File: config.mk
export PLATFORM = sky130hd
export DESIGN_NAME = tft_spi_monitor_flat
export DESIGN_NICKNAME = d
export VERILOG_FILES = /design/src/rtl/tft_spi_monitor_if.sv /design/src/rtl/tft_spi_monitor.sv /design/src/flat_wrapper.sv
export SDC_FILE = /design/constraint.sdc
export NUM_CORES = 1
export LEC_CHECK = 0
export CAP_MARGIN = 20
export CORE_MARGIN = 2
export CORE_UTILIZATION = 30
export CTS_CLUSTER_DIAMETER = 200
export DETAILED_ROUTE_END_ITERATION = 16
export HOLD_SLACK_MARGIN = 0.08
export PLACE_DENSITY_LB_ADDON = 0.05
export SYNTH_ARGS = -nofsm -noshare
export SYNTH_HDL_FRONTEND = slang
export SYNTH_SLANG_ARGS = --single-unit
File: constraint.sdc
create_clock -name clk -period 2.25 [get_ports clk]
set_clock_uncertainty 0.1 [all_clocks]
set_input_delay 0.45 -clock clk [delete_from_list [all_inputs] [get_ports clk]]
set_output_delay 0.45 -clock clk [all_outputs]
set_load 0.005 [all_outputs]
File: src/rtl/tft_spi_monitor_if.sv
// ---------------------------------------------------------------------------
// tft_spi_monitor_if
//   Bundles the 4-wire TFT SPI link as seen at the analyzer tap, together with
//   the decoded byte and pixel streams that the monitor reports.
//
//   Link (driven by the master side, observed by the monitor):
//     spi_clk    link clock, data valid on its rising edge
//     spi_mosi   link data, MSB first
//     spi_dc     0 = command byte, 1 = data byte
//     spi_cs     active-low chip select
//   Decoded outputs (driven by the monitor):
//     byte_valid / byte_data / byte_dc   one pulse per received byte
//     pix_valid / pix_x / pix_y / pix_color   one pulse per RAMWR pixel
//     cmd_count                          running count of command bytes
//
//   Modports: master = link driver / consumer of results, slave = monitor.
// ---------------------------------------------------------------------------
interface tft_spi_monitor_if #(
  parameter int COORD_W = 9
);
  logic               spi_clk;
  logic               spi_mosi;
  logic               spi_dc;
  logic               spi_cs;

  logic               byte_valid;
  logic [7:0]         byte_data;
  logic               byte_dc;
  logic               pix_valid;
  logic [COORD_W-1:0] pix_x;
  logic [COORD_W-1:0] pix_y;
  logic [15:0]        pix_color;
  logic [15:0]        cmd_count;

  modport master (
    output spi_clk, spi_mosi, spi_dc, spi_cs,
    input  byte_valid, byte_data, byte_dc,
    input  pix_valid, pix_x, pix_y, pix_color, cmd_count
  );

  modport slave (
    input  spi_clk, spi_mosi, spi_dc, spi_cs,
    output byte_valid, byte_data, byte_dc,
    output pix_valid, pix_x, pix_y, pix_color, cmd_count
  );
endinterface

File: src/rtl/tft_spi_monitor.sv
// ---------------------------------------------------------------------------
// tft_spi_monitor
//   Receive-side decoder for the 4-wire TFT SPI link. Oversamples the link
//   with the system clock, rebuilds bytes, and follows the ILI9341-style
//   command stream (CASET / PASET / RAMWR) to report each written pixel with
//   its column, page and RGB565 colour.
//
//   Ports:
//     clk   system clock; spi_clk must stay high >=2 and low >=2 clk periods
//     rst   synchronous, active-low reset
//     bus   tft_spi_monitor_if.slave (link inputs, decoded byte/pixel outputs)
//
//   Parameters:
//     COORD_W  width of coordinates and window registers (16-bit params are
//              truncated to this width)
//     X_MAX    column-end value after reset
//     Y_MAX    page-end value after reset
// ---------------------------------------------------------------------------
module tft_spi_monitor #(
  parameter int COORD_W = 9,
  parameter int X_MAX   = 239,
  parameter int Y_MAX   = 319
) (
  input  logic             clk,
  input  logic             rst,
  tft_spi_monitor_if.slave bus
);

  localparam logic [2:0] ST_IDLE     = 3'd0;
  localparam logic [2:0] ST_CASET    = 3'd1;
  localparam logic [2:0] ST_PASET    = 3'd2;
  localparam logic [2:0] ST_RAMWR_HI = 3'd3;
  localparam logic [2:0] ST_RAMWR_LO = 3'd4;
  localparam logic [2:0] ST_SKIP     = 3'd5;

  localparam logic [COORD_W-1:0] XE_RST    = COORD_W'(X_MAX);
  localparam logic [COORD_W-1:0] YE_RST    = COORD_W'(Y_MAX);
  localparam logic [COORD_W-1:0] COORD_ONE = COORD_W'(1);

  // Synchroniser stages, bit order {cs, dc, mosi, clk}.
  logic [3:0]         sync1_q, sync1_d;
  logic [3:0]         sync2_q, sync2_d;
  logic               clk_prev_q, clk_prev_d;

  // One registered stage after the synchroniser: rise strobe plus the
  // mosi/dc/cs levels taken from the same synced sample.
  logic               rise_q, rise_d;
  logic               mosi_q, mosi_d;
  logic               dc_q, dc_d;
  logic               cs_q, cs_d;

  logic [2:0]         bit_cnt_q, bit_cnt_d;
  logic [6:0]         shift_q, shift_d;
  logic               byte_valid_q, byte_valid_d;
  logic [7:0]         byte_data_q, byte_data_d;
  logic               byte_dc_q, byte_dc_d;

  logic [2:0]         state_q, state_d;
  logic [1:0]         idx_q, idx_d;
  logic [23:0]        shadow_q, shadow_d;
  logic [COORD_W-1:0] xs_q, xs_d, xe_q, xe_d;
  logic [COORD_W-1:0] ys_q, ys_d, ye_q, ye_d;
  logic [COORD_W-1:0] x_q, x_d, y_q, y_d;
  logic [7:0]         hi_q, hi_d;
  logic               pix_valid_q, pix_valid_d;
  logic [COORD_W-1:0] pix_x_q, pix_x_d, pix_y_q, pix_y_d;
  logic [15:0]        pix_color_q, pix_color_d;
  logic [15:0]        cmd_count_q, cmd_count_d;

  logic [31:0]        param_word;

  // Front end and byte assembly. A raw spi_clk rise seen at edge N reaches
  // sync2 at N+1, becomes rise_q at N+2 and shifts the bit at N+3.
  // NOTE: every _d signal gets its hold value first, so no branch can leave
  // it unassigned and infer a latch.
  always_comb begin
    sync1_d      = {bus.spi_cs, bus.spi_dc, bus.spi_mosi, bus.spi_clk};
    sync2_d      = sync1_q;
    clk_prev_d   = sync2_q[0];
    rise_d       = sync2_q[0] & ~clk_prev_q;
    mosi_d       = sync2_q[1];
    dc_d         = sync2_q[2];
    cs_d         = sync2_q[3];

    bit_cnt_d    = bit_cnt_q;
    shift_d      = shift_q;
    byte_valid_d = 1'b0;
    byte_data_d  = byte_data_q;
    byte_dc_d    = byte_dc_q;

    if (cs_q) begin
      // Deselect throws away any partial byte; decoder state is untouched.
      bit_cnt_d = 3'd0;
    end else if (rise_q) begin
      shift_d = {shift_q[5:0], mosi_q};
      if (bit_cnt_q == 3'd7) begin
        byte_valid_d = 1'b1;
        byte_data_d  = {shift_q, mosi_q};
        byte_dc_d    = dc_q;
      end
      bit_cnt_d = bit_cnt_q + 3'd1;
    end
  end

  // Command stream decoder, advanced once per received byte.
  always_comb begin
    state_d     = state_q;
    idx_d       = idx_q;
    shadow_d    = shadow_q;
    xs_d        = xs_q;
    xe_d        = xe_q;
    ys_d        = ys_q;
    ye_d        = ye_q;
    x_d         = x_q;
    y_d         = y_q;
    hi_d        = hi_q;
    pix_valid_d = 1'b0;
    pix_x_d     = pix_x_q;
    pix_y_d     = pix_y_q;
    pix_color_d = pix_color_q;
    cmd_count_d = cmd_count_q;
    param_word  = {shadow_q, byte_data_q};

    if (byte_valid_q) begin
      if (!byte_dc_q) begin
        // A command always restarts decoding, whatever was in progress.
        cmd_count_d = cmd_count_q + 16'd1;
        idx_d       = 2'd0;
        case (byte_data_q)
          8'h2A:   state_d = ST_CASET;
          8'h2B:   state_d = ST_PASET;
          8'h2C: begin
            state_d = ST_RAMWR_HI;
            x_d     = xs_q;
            y_d     = ys_q;
          end
          default: state_d = ST_SKIP;
        endcase
      end else begin
        case (state_q)
          ST_CASET, ST_PASET: begin
            shadow_d = param_word[23:0];
            idx_d    = idx_q + 2'd1;
            // Window is only committed once all four bytes are in, so an
            // interrupted sequence leaves the old window in place.
            if (idx_q == 2'd3) begin
              if (state_q == ST_CASET) begin
                xs_d = COORD_W'(param_word[31:16]);
                xe_d = COORD_W'(param_word[15:0]);
              end else begin
                ys_d = COORD_W'(param_word[31:16]);
                ye_d = COORD_W'(param_word[15:0]);
              end
              state_d = ST_IDLE;
            end
          end
          ST_RAMWR_HI: begin
            hi_d    = byte_data_q;
            state_d = ST_RAMWR_LO;
          end
          ST_RAMWR_LO: begin
            pix_valid_d = 1'b1;
            pix_x_d     = x_q;
            pix_y_d     = y_q;
            pix_color_d = {hi_q, byte_data_q};
            // Equality test (not >=) lets xs>xe wrap through 2^COORD_W.
            if (x_q == xe_q) begin
              x_d = xs_q;
              y_d = (y_q == ye_q) ? ys_q : y_q + COORD_ONE;
            end else begin
              x_d = x_q + COORD_ONE;
            end
            state_d = ST_RAMWR_HI;
          end
          default: ;
        endcase
      end
    end
  end

  // NOTE: non-blocking assignments so every flop updates from the values
  // present before the edge; there is no memory array, so every register,
  // synchronisers included, takes its reset value.
  always_ff @(posedge clk) begin
    if (!rst) begin
      sync1_q      <= '0;
      sync2_q      <= '0;
      clk_prev_q   <= 1'b0;
      rise_q       <= 1'b0;
      mosi_q       <= 1'b0;
      dc_q         <= 1'b0;
      cs_q         <= 1'b0;
      bit_cnt_q    <= 3'd0;
      shift_q      <= '0;
      byte_valid_q <= 1'b0;
      byte_data_q  <= '0;
      byte_dc_q    <= 1'b0;
      state_q      <= ST_IDLE;
      idx_q        <= 2'd0;
      shadow_q     <= '0;
      xs_q         <= '0;
      xe_q         <= XE_RST;
      ys_q         <= '0;
      ye_q         <= YE_RST;
      x_q          <= '0;
      y_q          <= '0;
      hi_q         <= '0;
      pix_valid_q  <= 1'b0;
      pix_x_q      <= '0;
      pix_y_q      <= '0;
      pix_color_q  <= '0;
      cmd_count_q  <= '0;
    end else begin
      sync1_q      <= sync1_d;
      sync2_q      <= sync2_d;
      clk_prev_q   <= clk_prev_d;
      rise_q       <= rise_d;
      mosi_q       <= mosi_d;
      dc_q         <= dc_d;
      cs_q         <= cs_d;
      bit_cnt_q    <= bit_cnt_d;
      shift_q      <= shift_d;
      byte_valid_q <= byte_valid_d;
      byte_data_q  <= byte_data_d;
      byte_dc_q    <= byte_dc_d;
      state_q      <= state_d;
      idx_q        <= idx_d;
      shadow_q     <= shadow_d;
      xs_q         <= xs_d;
      xe_q         <= xe_d;
      ys_q         <= ys_d;
      ye_q         <= ye_d;
      x_q          <= x_d;
      y_q          <= y_d;
      hi_q         <= hi_d;
      pix_valid_q  <= pix_valid_d;
      pix_x_q      <= pix_x_d;
      pix_y_q      <= pix_y_d;
      pix_color_q  <= pix_color_d;
      cmd_count_q  <= cmd_count_d;
    end
  end

  assign bus.byte_valid = byte_valid_q;
  assign bus.byte_data  = byte_data_q;
  assign bus.byte_dc    = byte_dc_q;
  assign bus.pix_valid  = pix_valid_q;
  assign bus.pix_x      = pix_x_q;
  assign bus.pix_y      = pix_y_q;
  assign bus.pix_color  = pix_color_q;
  assign bus.cmd_count  = cmd_count_q;

endmodule

File: src/flat_wrapper.sv
// flat-port wrapper written by rule: the top's interface ports become plain ports
module tft_spi_monitor_flat 
#(
  parameter int COORD_W = 9,
  parameter int X_MAX   = 239,
  parameter int Y_MAX   = 319
)
  (clk, rst, bus_spi_clk, bus_spi_mosi, bus_spi_dc, bus_spi_cs, bus_byte_valid, bus_byte_data, bus_byte_dc, bus_pix_valid, bus_pix_x, bus_pix_y, bus_pix_color, bus_cmd_count);
  tft_spi_monitor_if #(.COORD_W(COORD_W)) bus_i ();
  input  logic clk;
  input  logic rst;
  input wire logic [$bits(bus_i.spi_clk)-1:0] bus_spi_clk;
  input wire logic [$bits(bus_i.spi_mosi)-1:0] bus_spi_mosi;
  input wire logic [$bits(bus_i.spi_dc)-1:0] bus_spi_dc;
  input wire logic [$bits(bus_i.spi_cs)-1:0] bus_spi_cs;
  output wire logic [$bits(bus_i.byte_valid)-1:0] bus_byte_valid;
  output wire logic [$bits(bus_i.byte_data)-1:0] bus_byte_data;
  output wire logic [$bits(bus_i.byte_dc)-1:0] bus_byte_dc;
  output wire logic [$bits(bus_i.pix_valid)-1:0] bus_pix_valid;
  output wire logic [$bits(bus_i.pix_x)-1:0] bus_pix_x;
  output wire logic [$bits(bus_i.pix_y)-1:0] bus_pix_y;
  output wire logic [$bits(bus_i.pix_color)-1:0] bus_pix_color;
  output wire logic [$bits(bus_i.cmd_count)-1:0] bus_cmd_count;
  assign bus_i.spi_clk = bus_spi_clk;
  assign bus_i.spi_mosi = bus_spi_mosi;
  assign bus_i.spi_dc = bus_spi_dc;
  assign bus_i.spi_cs = bus_spi_cs;
  assign bus_byte_valid = bus_i.byte_valid;
  assign bus_byte_data = bus_i.byte_data;
  assign bus_byte_dc = bus_i.byte_dc;
  assign bus_pix_valid = bus_i.pix_valid;
  assign bus_pix_x = bus_i.pix_x;
  assign bus_pix_y = bus_i.pix_y;
  assign bus_pix_color = bus_i.pix_color;
  assign bus_cmd_count = bus_i.cmd_count;
  tft_spi_monitor #(.COORD_W(COORD_W), .X_MAX(X_MAX), .Y_MAX(Y_MAX)) u_core (.clk(clk), .rst(rst), .bus(bus_i));
endmodule
==> summary.txt <==
Yosys
  • Sequential fraction of the synthesis area: 48.9%
  • Main combinational cell family by area after synthesis: simple AND/OR/NAND/NOR gates
  • Synth top area cells: dfxtp_1 (49%), nand2_1 (11%), a21oi_1 (5.9%)
  • Yosys top cell by area: dfxtp_1
  • Post-synthesis compound-gate area fraction: 10.5%
  • Share of Yosys cell area claimed by the top area cell type: 48.9%
  • Cells after Synth: 804
  • Synth Area in Simple Gates: 25.6%
  • Mapped Nets: 816
  • Syn Area/Cell: 8.56 um^2
  • Synth Area in XOR/XNOR: 4.58%
  • Mux contribution to synthesized area: 5.23%
  • Yosys warnings: 0
  • Yosys reg bits: 168
  • Synth Area in Adders: 1.09%
  • Cell area after synthesis: 6880 um^2
  • Netlist cell types: 54

Timing
  • Final Max Slew Viols: 0
  • Slew margin rel.: 67.5%
  • Max frequency: 469 MHz
  • Final hold violation count: 0
  • Worst Tran Pin Value: 0.488 ns
  • RSZ-0062 raised after global routing: no
  • Final period utilization: 94.7%
  • Setup TNS: 0 ns
  • Setup Viol. Count Final: 0
  • Minimum clock period after layout: 2.13 ns
  • Fin worst setup slack: 0.120 ns

Global routing
  • Grt ovf: 0
  • Largest net degree at the start of global routing: 100
  • Antenna violations before repair: 1
  • Vias in the first global route: 5640
  • GRT Total Usage: 16.0%
  • First-pass GRT wire length: 30300 um

Worst hold path
  • Hold path start: u_core.clk_prev_q
  • Worst hold path type: reg2reg
  • Hold path cells: 1
  • Hold path endpoint: u_core.rise_q

Clocking
  • Reg clk slew, reported paths: 0.07 ns
  • Worst-Skew Late Latency: 0.42 ns
  • CTS Buf Count: 17
  • Post-CTS sizing: 0
  • CTS tree: built
  • Clock buffer depth: 2
  • Quantity of hold-fixing buffers added after cts: 0
  • Post-CTS Setup Inserts: 0
  • Clock tree root buffer cell: clkbuf_16
  • H-Tree Depth: 4
  • Clock sinks: 168

Cells and area
  • Fin nets: 882
  • Fin util: 37.5%
  • Synth-to-Final Area Change: 22.9%
  • Commonest non-fill, non-tap cell in the layout: nand2_1
  • Layout cell share with drive strength beyond 1: 8.95%
  • Final Non-Filler Cells: 1168
  • Most frequent cells in the layout: nand2_1 (193), dfxtp_1 (168), a21oi_1 (81)
  • ANT cells: 0

Route
  • Routed vias: 5624
  • DRC: 0
  • DRT Wirelength: 18600 um
  • DRT antenna net count: 0
  • DR pass1 iterations: 6
  • Avg WL per Cell: 15.9 um
  • Vias per cell: 4.82
  • Initial DRC count: 254

Floorplan
  • IO Pins: 67
  • Row cnt: 55
  • Core ar.: 22600 um^2
  • Chip height: 155 um
  • DIE WIDTH: 155 um
  • DIE AREA: 24200 um^2
  • Initial Util: 30.5%

Place
  • Post-detail-place hpwl: 12400 um
  • Final GP Congestion: 0.795
  • Placed insts: 1136
  • Pre-CTS setup slack: 0.142 ns
  • Port bufs: 66

Setup path
  • Reg2reg end: u_core.y_q[5]
  • Crit path capture type: primary output
  • Setup slack, reg-to-reg: 0.13 ns
  • R2r worst-path depth: 5
  • CP Launch Type: flip-flop
  • Worst EP required: 1.70 ns
  • Crit path max fanout: 8
  • Worst Setup Path Type: reg2out
  • Worst Path Arrival: 1.58 ns
  • Reg-to-Reg Start: u_core.bus.byte_data[4]

Power
  • Worst IR Drop VDD: 438 uV
  • Leakage power: 2.93 nW
  • Pwr Density: 701 nW/um^2

Run status
  • Status: complete, no violations

Run
  • Max Cap Viol: 0
[through the flow]
step | hold slack (ns) | power, mW | instance area, um^2
6_report | 0.294 | 5.93 | 8460
5_1_grt | 0.316 | 6.15 | 8460
3_3_place_gp | 0.277 | 3.14 | 7890
3_5_place_dp | 0.282 | 3.14 | 7890
2_1_floorplan | 0.267 | 3.11 | 6880
4_1_cts | 0.296 | 6.02 | 8460
[Yosys cell counts, drive strengths merged]
| library cell | n |
|---|---|
| a2111oi | 2 |
| a211oi | 3 |
| a21boi | 1 |
| a21o | 1 |
| a21oi | 81 |
| a22o | 1 |
| a311oi | 1 |
| a31oi | 3 |
| a32oi | 1 |
| and2 | 14 |
| and3 | 10 |
| buf | 12 |
| clkbuf | 40 |
| clkdlybuf4s18 | 1 |
| dfxtp | 168 |
| ha | 6 |
| inv | 3 |
| mux2i | 36 |
| nand2 | 193 |
| nand2b | 6 |
| nand3 | 41 |
| nand3b | 1 |
| nand4 | 19 |
| nand4b | 4 |
| nor2 | 63 |
| nor2b | 8 |
| nor3 | 6 |
| nor3b | 3 |
| nor4b | 1 |
| o211ai | 1 |
| o21a | 3 |
| o21ai | 8 |
| o221ai | 7 |
| o22a | 1 |
| o31a | 1 |
| o31ai | 5 |
| o41ai | 1 |
| or2 | 2 |
| or3 | 7 |
| or3b | 2 |
| or4 | 1 |
| xnor2 | 24 |
| xor2 | 12 |
[routing by layer]
| layer | GRT usage [%] | share of wire [%] | up-vias |
|---|---|---|---|
| met5 | 0 | 0 | - |
| met4 | 5.02 | 1.2 | 0 |
| met3 | 3.48 | 3.7 | 17 |
| met2 | 25.9 | 45 | 105 |
| met1 | 21.4 | 50 | 2655 |
| li1 | - | - | 2847 |
[critical path, stage by stage, from the launching register on]
cell             delay (ns)
dfxtp_1                0.37
buf_4                  0.25
clkdlybuf4s50_1        0.54
[flip-flops by register name (all words and copies together) (netlist names), 7 cells and up]
signal                cells
u_core.bus.pix_x          9
u_core.bus.pix_y          9
u_core.x_q                9
u_core.xe_q               9
u_core.bus.cmd_count     16
u_core.xs_q               9
u_core.hi_q               8
u_core.ys_q               9
u_core.shift_q            7
u_core.bus.byte_data      8
u_core.y_q                9
u_core.shadow_q          17
u_core.ye_q               9
u_core.bus.pix_color     16
[layout make-up]
| cell class | count | area, um^2 |
|---|---|---|
| multi-input combinational | 580 | 3230 |
| fill | 2315 | 14100 |
| clock buffer | 22 | 474 |
| sequential | 168 | 3360 |
| tap | 285 | 357 |
| clock inverter | 10 | 96.3 |
| timing repair buffer | 100 | 923 |
| inverter | 3 | 13.8 |
[power by group]
part | leakage (nW) | switching (mW) | internal, mW
clock network | 0.268 | 1.25 | 1.61
logic | 1.30 | 0.0628 | 0.0232
registers | 1.36 | 0.00402 | 2.98
total | 2.93 | 1.31 | 4.62
[kinds of logic (layout without fill, tap and decap cells)]
| logic type | after synthesis | count (layout) |
|---|---|---|
| flops | 168 | 168 |
| mux | 36 | 36 |
| fa+ha+maj | 6 | 6 |
| xor+xnor | 36 | 36 |
| buf+inv | 56 | 135 |
| simple gates | 381 | 381 |
| compound gates | 121 | 121 |
[how the worst max path moves through the flow]
stage	from	endpoint	slack, ns	cells past startpoint
global route	u_core.bus.byte_data[4]	u_core.y_q[5]	0.003	5
finish	u_core.bus.byte_data[1]	bus_byte_data[1]	0.12	2
CTS	u_core.bus.byte_data[0]	bus_byte_data[0]	0.1	2
detailed placement	u_core.bus.byte_data[4]	u_core.y_q[5]	0.14	5
floorplan	u_core.bus.byte_data[4]	u_core.y_q[0]	0.30	6
global placement	u_core.bus.byte_data[4]	u_core.y_q[4]	0.18	5
(Power assumes the default switching activity.)
